### src/rtl/pc_sequencer.sv
// rtl/pc_sequencer.sv - program counter sequencer with stall-held redirects, traps and alignment checking
// A redirect that arrives during a stall is parked and checked for alignment only when consumed.
module pc_sequencer #(
  parameter int             N            = 32,
  parameter logic [N-1:0]   RESET_VECTOR = N'(32'h0040_0000),
  parameter logic [N-1:0]   TRAP_VECTOR  = N'(32'h0040_0180),
  parameter int             STEP         = 4,
  parameter int             ALIGN_BITS   = 2
) (
  input  logic         clk,
  input  logic         reset,
  input  logic         enable,
  input  logic         redirect_valid,
  input  logic [N-1:0] redirect_target,
  input  logic         trap_req,
  output logic [N-1:0] pc_value,
  output logic [N-1:0] pc_prev,
  output logic [N-1:0] epc,
  output logic         redirect_pending,
  output logic         misaligned_err
);

  localparam logic [N-1:0] ALIGN_MASK = N'((64'd1 << ALIGN_BITS) - 64'd1);
  localparam logic [N-1:0] STEP_N     = N'(STEP);

  logic [N-1:0] pc_q,   pc_d;
  logic [N-1:0] prev_q, prev_d;
  logic [N-1:0] epc_q,  epc_d;
  logic [N-1:0] held_q, held_d;
  logic         pend_q, pend_d;
  logic         mis_q,  mis_d;

  logic         use_redirect;
  logic [N-1:0] candidate;
  logic         cand_misaligned;

  // A live redirect always beats a parked one; the sequential step is never alignment-checked.
  assign use_redirect    = redirect_valid | pend_q;
  assign candidate       = redirect_valid ? redirect_target :
                           pend_q         ? held_q          :
                                            pc_q + STEP_N;
  assign cand_misaligned = use_redirect & (|(candidate & ALIGN_MASK));

  always_comb begin
    pc_d   = pc_q;
    prev_d = prev_q;
    epc_d  = epc_q;
    held_d = held_q;
    pend_d = pend_q;
    mis_d  = 1'b0;
    if (trap_req) begin
      pc_d   = TRAP_VECTOR;
      prev_d = pc_q;
      epc_d  = pc_q;
      pend_d = 1'b0;
    end else if (enable) begin
      prev_d = pc_q;
      pend_d = 1'b0;
      if (cand_misaligned) begin
        pc_d  = TRAP_VECTOR;
        epc_d = pc_q;
        mis_d = 1'b1;
      end else begin
        pc_d = candidate;
      end
    end else if (redirect_valid) begin
      pend_d = 1'b1;
      held_d = redirect_target;
    end
  end

  always_ff @(posedge clk) begin
    if (reset) begin
      pc_q   <= RESET_VECTOR;
      prev_q <= RESET_VECTOR;
      epc_q  <= '0;
      held_q <= '0;
      pend_q <= 1'b0;
      mis_q  <= 1'b0;
    end else begin
      pc_q   <= pc_d;
      prev_q <= prev_d;
      epc_q  <= epc_d;
      held_q <= held_d;
      pend_q <= pend_d;
      mis_q  <= mis_d;
    end
  end

  assign pc_value         = pc_q;
  assign pc_prev          = prev_q;
  assign epc              = epc_q;
  assign redirect_pending = pend_q;
  assign misaligned_err   = mis_q;

endmodule

### config.mk
export PLATFORM = sky130hd
export DESIGN_NAME = pc_sequencer
export DESIGN_NICKNAME = d
export VERILOG_FILES = /design/src/rtl/pc_sequencer.sv
export SDC_FILE = /design/constraint.sdc
export NUM_CORES = 1
export LEC_CHECK = 0
export CAP_MARGIN = 20
export CORE_ASPECT_RATIO = 1.1
export CORE_MARGIN = 10
export CORE_UTILIZATION = 50
export DETAILED_ROUTE_END_ITERATION = 7
export HOLD_SLACK_MARGIN = 0.06
export PLACE_DENSITY = 0.82
export SYNTH_ARGS = -nofsm -noshare
export SYNTH_HDL_FRONTEND = slang
export SYNTH_SLANG_ARGS = --single-unit
### constraint.sdc
create_clock -name clk -period 2.2 [get_ports clk]
set_input_delay 0.55 -clock clk [delete_from_list [all_inputs] [get_ports clk]]
set_output_delay 0.55 -clock clk [all_outputs]
set_load 0.1 [all_outputs]
# After elaboration in Yosys (flattened, before gate mapping)

Index checks and enable logic that the tools add are counted.

Flip-flop bits (word level): 130
Input port bits: 37
Output and inout port bits: 98
Word-level logic and storage cells: 31

$add $sub $neg: 1
Mux-type cells: 11
Bitwise logic cells: 4
Reductions and logical operators: 8

Operators by type and width:

| kind                    | count |
|---|---|
| $mux W32                | 8 |
| $add A32 B3 Y32 const B | 1 |
| $mux W9                 | 2 |
| $reduce_or A3 Y1        | 2 |
| $reduce_bool A2 Y1      | 2 |
| $reduce_or A2 Y1        | 2 |
| $reduce_and A3 Y1       | 1 |
| $not A1 Y1              | 2 |
| $reduce_and A2 Y1       | 1 |
| $and A1 B1 Y1           | 1 |
| $mux W1                 | 1 |
| $or A1 B1 Y1            | 1 |

# Logic depth before layout (Yosys ltp)

Depth in word-level cells: 8
Depth in mapped cells: 8
Gate-level depth less buffers: 6

# Worst setup path after synthesis

No wires, ideal clock.

Path kind: register -> register
From: register pc_q[2], in the netlist pc_value[2]
To: register pc_q[26], in the netlist pc_value[26]
Setup time: 0.134 ns
Arrival: 2.625 ns
Required time: 2.066 ns
Slack: -0.558 ns
Cell stages (with the launch flop): 7
Path buffers: 0
Period minus slack after synthesis: 2.758 ns
Path through: dfxtp_1 > ha_1 > nand3_2 > or4_4 > nor4_4 > xnor2_1 > o22ai_1

Word-level cells in the longest chain between the ends: 4

Ends and longest elaborated chain:

| what                     | line | text |
|---|---|---|
| start: declaration       | 26   | `logic [N-1:0] pc_q, pc_d;` |
| start signal: assignment | 81   | `pc_q <= pc_d;` |
| $add A32 B3 Y32          | 41   | `pc_q + STEP_N;` |
| $mux W32                 | 40   | `pend_q ? held_q :` |
| $mux W32                 | 39   | `assign candidate = redirect_valid ? redirect_target :` |
| $mux W32                 | 59   | `if (cand_misaligned) begin` |

Every way passes these cells.
A chain may end at the register's enable or synchronous reset.

# Final worst setup path

From: input redirect_valid
To: register epc_q[25], in the netlist epc[25]

Word-level cells in the longest chain between the ends: 5
Elaborated cells between the ends (all ways): 6
Those cells by class: mux (1); bitwise (2); reduce/logical (3)

Ends and longest elaborated chain:

| what                                  | line | text |
|---|---|---|
| start: declaration                    | 13   | `input logic redirect_valid,` |
| $mux W32                              | 39   |  |
| $reduce_or A2 Y1                      | 42   | `assign cand_misaligned = use_redirect & (\|(candidate & ALIGN_MASK));` |
| $and A1 B1 Y1 *                       | 42   |  |
| $reduce_bool A2 Y1 (no source line) * | --   |  |
| $reduce_and A2 Y1 (no source line) *  | --   |  |
| end signal: assignment                | 83   | `epc_q <= epc_d;` |
| end: declaration                      | 28   | `logic [N-1:0] epc_q, epc_d;` |

Every way passes the cells marked *; elsewhere a longest branch is shown, timed or not.

==> flow_results.xml <==
<?xml version="1.0" encoding="UTF-8"?>
<metrics>
  <group name="status">
    <metric name="outcome" unit="">complete, no violations</metric>
  </group>
  <group name="logic_synthesis">
    <metric name="synth_top_cell_by_area" unit="">sky130_fd_sc_hd__dfxtp_1</metric>
    <metric name="ys_seq_elements" unit="">130</metric>
    <metric name="netlist_top_cells_count" unit="">sky130_fd_sc_hd__nand2_1 (219), sky130_fd_sc_hd__dfxtp_1 (130), sky130_fd_sc_hd__a21oi_1 (105)</metric>
    <metric name="synth-adder-area-share" unit="">0.00440</metric>
    <metric name="synth_compound_area_frac" unit="">0.233</metric>
    <metric name="post_synth_instance_area" unit="mm2">0.00569</metric>
    <metric name="synth_xor_area_frac" unit="">0.0108</metric>
    <metric name="synth_edf_count" unit="">0</metric>
    <metric name="syn_avg_cell_area" unit="um2">7.72</metric>
    <metric name="post-synth-top-area-fraction" unit="">0.457</metric>
    <metric name="main_combinational_cell_family_by_area_after_synthesis" unit="">simple AND/OR/NAND/NOR gates</metric>
    <metric name="postSynth.asyncResetShare" unit="">0</metric>
    <metric name="netlist-cell-type-count" unit="">54</metric>
    <metric name="synth_simple_gate_area_share" unit="">0.236</metric>
    <metric name="synth_area_leaders" unit="">sky130_fd_sc_hd__dfxtp_1 (46%), sky130_fd_sc_hd__nand2_1 (14%), sky130_fd_sc_hd__a21oi_1 (9.2%), sky130_fd_sc_hd__clkbuf_1 (2.8%), sky130_fd_sc_hd__o22ai_1 (2.5%)</metric>
    <metric name="syn-instance-count" unit="">737</metric>
    <metric name="syn-num-nets" unit="">776</metric>
    <metric name="synth_mux_area_frac" unit="">0.0141</metric>
    <metric name="synth.yosys.seq_area_share" unit="">0.457</metric>
    <metric name="synthesis.yosys.warnings" unit="">0</metric>
    <metric name="post-synth-top-count-cell" unit="">sky130_fd_sc_hd__nand2_1</metric>
    <metric name="synth_ff_type" unit="">sky130_fd_sc_hd__dfxtp_1</metric>
  </group>
  <group name="place">
    <metric name="dpl.hpwl" unit="mm">14.2</metric>
    <metric name="routabilityCongestion" unit="">0.929</metric>
    <metric name="place.port_buffers" unit="">134</metric>
    <metric name="placement.setup.worst_slack" unit="ns">-0.273</metric>
  </group>
  <group name="min_path">
    <metric name="min-delay-path-class" unit="">register to register</metric>
  </group>
  <group name="critical_path">
    <metric name="critical_path.max_fanout" unit="">12</metric>
    <metric name="cp_top_family" unit="">buffers and inverters</metric>
    <metric name="cp_num_buf_inv" unit="">4</metric>
    <metric name="worst_path_max_delay_cell" unit="">sky130_fd_sc_hd__clkdlybuf4s50_1</metric>
    <metric name="cp_common_cell" unit="">sky130_fd_sc_hd__buf_4</metric>
    <metric name="worstPathCellList" unit="">clkdlybuf4s50_1 -&gt; buf_4 -&gt; o21ai_1 -&gt; o21ai_1 -&gt; buf_4 -&gt; a21oi_2 -&gt; buf_4 -&gt; nand2_1 -&gt; a21oi_1</metric>
    <metric name="worst-setup-path-type" unit="">primary input to register</metric>
    <metric name="arrival" unit="ns">2.48</metric>
    <metric name="cp.required" unit="ns">2.53</metric>
    <metric name="critical_path.startpoint_type" unit="">primary input</metric>
    <metric name="slowest_delay" unit="ns">0.49</metric>
    <metric name="critical_path.endpoint_type" unit="">register</metric>
  </group>
  <group name="global_routing">
    <metric name="number_of_global_route_vias_before_repair" unit="">5924</metric>
    <metric name="grt_use_met3" unit="">0.0587</metric>
    <metric name="grt.overflow.total" unit="">0</metric>
    <metric name="number_of_antenna_violations_at_the_first_check_in_global_routing" unit="">0</metric>
    <metric name="grt_first_pass_wirelength" unit="mm">31.2</metric>
    <metric name="gr-usage-met2" unit="">0.398</metric>
    <metric name="groute.usage.overall" unit="">0.240</metric>
    <metric name="global_route.usage.met1" unit="">0.291</metric>
    <metric name="top_usage_layer" unit="">met2</metric>
    <metric name="pin_count_of_the_biggest_net_entering_global_routing" unit="">80</metric>
  </group>
  <group name="clock_tree">
    <metric name="clk_pin_slew_worst_paths" unit="ns">0.06</metric>
    <metric name="postCtsHoldBufs" unit="">0</metric>
    <metric name="clock_sinks" unit="">130</metric>
    <metric name="ctsHtreeMaxLevel" unit="">4</metric>
    <metric name="insertion_delay" unit="ns">0.42</metric>
    <metric name="tritoncts" unit="">yes</metric>
    <metric name="ctsLongestPathBuffers" unit="">2</metric>
    <metric name="ctsRootBufferMaster" unit="">sky130_fd_sc_hd__clkbuf_16</metric>
    <metric name="cts_buffers" unit="">17</metric>
  </group>
  <group name="sta">
    <metric name="hold_violations" unit="">0</metric>
    <metric name="worst_pin_slew" unit="ns">0.804</metric>
    <metric name="layout_worst_path_cycle_share" unit="">0.974</metric>
    <metric name="finalWorstSetupSlack" unit="ns">0.0565</metric>
    <metric name="worst_max_slew_margin_expressed_relative_to_the_limit" unit="">0.464</metric>
    <metric name="timing.final.max_slew_violations" unit="">0</metric>
    <metric name="clock-skew-final" unit="ns">0.00609</metric>
    <metric name="clock.fmax" unit="MHz">467</metric>
    <metric name="finalWorstPathRequiredPeriod" unit="ns">2.14</metric>
    <metric name="setup_viol" unit="">0</metric>
    <metric name="rsz0062_at_grt" unit="">false</metric>
  </group>
  <group name="routing">
    <metric name="drtIter0Drc" unit="">623</metric>
    <metric name="drt_pre_antenna_iters" unit="">5</metric>
    <metric name="drt.antenna.violating_nets" unit="">0</metric>
    <metric name="viasPerCell" unit="">5.90</metric>
    <metric name="wirelength" unit="mm">19.9</metric>
    <metric name="drc" unit="">0</metric>
    <metric name="wire_length_per_cell" unit="um">18.9</metric>
    <metric name="via_count" unit="">6186</metric>
  </group>
  <group name="final_layout">
    <metric name="fin_util" unit="">0.722</metric>
    <metric name="final_net_count" unit="">928</metric>
    <metric name="area_growth" unit="%">39.7</metric>
    <metric name="drive_gt1_frac" unit="">0.255</metric>
    <metric name="num_antenna_cells" unit="">0</metric>
  </group>
  <group name="floorplan">
    <metric name="initial_utilization" unit="">0.517</metric>
    <metric name="die_width" unit="um">122</metric>
    <metric name="dieArea" unit="mm2">0.0160</metric>
    <metric name="placeableCoreArea" unit="mm2">0.0110</metric>
    <metric name="floorplan_die_height" unit="um">132</metric>
    <metric name="std_cell_rows" unit="">40</metric>
    <metric name="num_io_pins" unit="">135</metric>
  </group>
  <group name="power_and_ir_drop">
    <metric name="total_leakage_power" unit="nW">3.10</metric>
    <metric name="vdd_drop_max" unit="mV">0.492</metric>
    <metric name="cellPowerDensity" unit="mW/mm2">797</metric>
  </group>
  <group name="run">
    <metric name="cap_viol_max_count" unit="">0</metric>
  </group>
</metrics>
[area by class of cell]
cell class / instances / area (um2)
fillers: 854 / 3060
flip-flops and latches: 130 / 2650
inverters: 7 / 26.3
repair buffers: 190 / 1610
clock inverters: 14 / 203
clock buffers: 18 / 429
multi-input cells: 543 / 2850
well taps: 147 / 184
[worst min-delay path, cell delays in order (launching register included)]
cell and delay (ns):
sky130_fd_sc_hd__dfxtp_1 0.31, sky130_fd_sc_hd__nand2_1 0.05, sky130_fd_sc_hd__a21oi_1 0.05
[flip-flops by register name (all words and copies together) (netlist names)]
| signal | flops |
|---|---|
| epc | 32 |
| held_q | 32 |
| misaligned_err | 1 |
| pc_prev | 32 |
| pc_value | 32 |
| redirect_pending | 1 |
[power breakdown]
group | internal, W | leakage [nW] | switching (W)
registers | 0.00242 | 1.07 | 0.0000613
clock network | 0.00191 | 0.294 | 0.00110
logic | 0.000263 | 1.74 | 0.000592
total | 0.00459 | 3.10 | 0.00175
[placed cells by master (no fill, tap or decap), types with 4 or more instances in the layout]
cell                              instances
sky130_fd_sc_hd__nand2_1                219
sky130_fd_sc_hd__buf_4                  147
sky130_fd_sc_hd__a21oi_1                104
sky130_fd_sc_hd__dfxtp_1                102
sky130_fd_sc_hd__clkdlybuf4s50_1         35
sky130_fd_sc_hd__nor2_1                  30
sky130_fd_sc_hd__dfxtp_2                 24
sky130_fd_sc_hd__o22ai_1                 23
sky130_fd_sc_hd__clkbuf_16               17
sky130_fd_sc_hd__nand3_1                 15
sky130_fd_sc_hd__o21ai_0                 15
sky130_fd_sc_hd__a22o_1                  13
sky130_fd_sc_hd__nor3_1                   9
sky130_fd_sc_hd__mux2i_1                  8
sky130_fd_sc_hd__buf_12                   8
sky130_fd_sc_hd__o21ai_1                  7
sky130_fd_sc_hd__a21o_1                   7
sky130_fd_sc_hd__nor4_1                   7
sky130_fd_sc_hd__o31ai_1                  7
sky130_fd_sc_hd__xnor2_1                  6
sky130_fd_sc_hd__o221ai_1                 5
sky130_fd_sc_hd__and3_1                   5
sky130_fd_sc_hd__inv_1                    5
sky130_fd_sc_hd__and4_1                   4
sky130_fd_sc_hd__nand4_1                  4
sky130_fd_sc_hd__o221a_2                  4
sky130_fd_sc_hd__clkinvlp_4               4
sky130_fd_sc_hd__bufinv_16                4
sky130_fd_sc_hd__dfxtp_4                  4
[cells by family after synthesis]
group	Yosys count
simple gates	312
compound gates	214
flops	130
buf+inv	64
mux	8
xor+xnor	7
fa+ha+maj	2
[per-layer routing]
metal / wire length (um) / vias up / part of all wire
met5: 0 / - / 0
li1: - / 2887 / -
met1: 8090 / 2952 / 0.41
met3: 1610 / 45 / 0.081
met2: 9720 / 302 / 0.49
met4: 439 / 0 / 0.022
[timing repair]
item	4_1_cts	5_1_grt
setup endpoints to repair	0	1
gates resized for setup	0	1
buffers inserted	0	0
[stage by stage]
| step | instance area, um2 | power (W) | std cells | hold slack, ns | TNS (ns) |
|---|---|---|---|---|---|
| floorplan | 5730 | 0.00306 | 737 | 0.436 | 0 |
| global route | 7950 | 0.00655 | 1049 | 0.471 | 0 |
| CTS | 7950 | 0.00634 | 1049 | 0.453 | 0 |
| global placement | 7310 | 0.00335 | 1017 | 0.439 | -4.43 |
| detailed placement | 7310 | 0.00337 | 1017 | 0.445 | -10.61 |
| finish | 7950 | 0.00634 | 1049 | 0.450 | 0 |
[worst paths after layout]
| kind | startpoint | end | slack [ns] | cells past startpoint |
|---|---|---|---|---|
| setup reg to reg | pc_value[3] | pc_value[22] | 0.10 | 6 |
| hold reg to reg | epc[30] | epc[30] | 0.45 | 2 |
| setup / recovery | redirect_valid | epc[25] | 0.06 | 9 |
| hold / removal | epc[30] | epc[30] | 0.45 | 2 |
No activity file was read; power rests on OpenSTA's default activity.
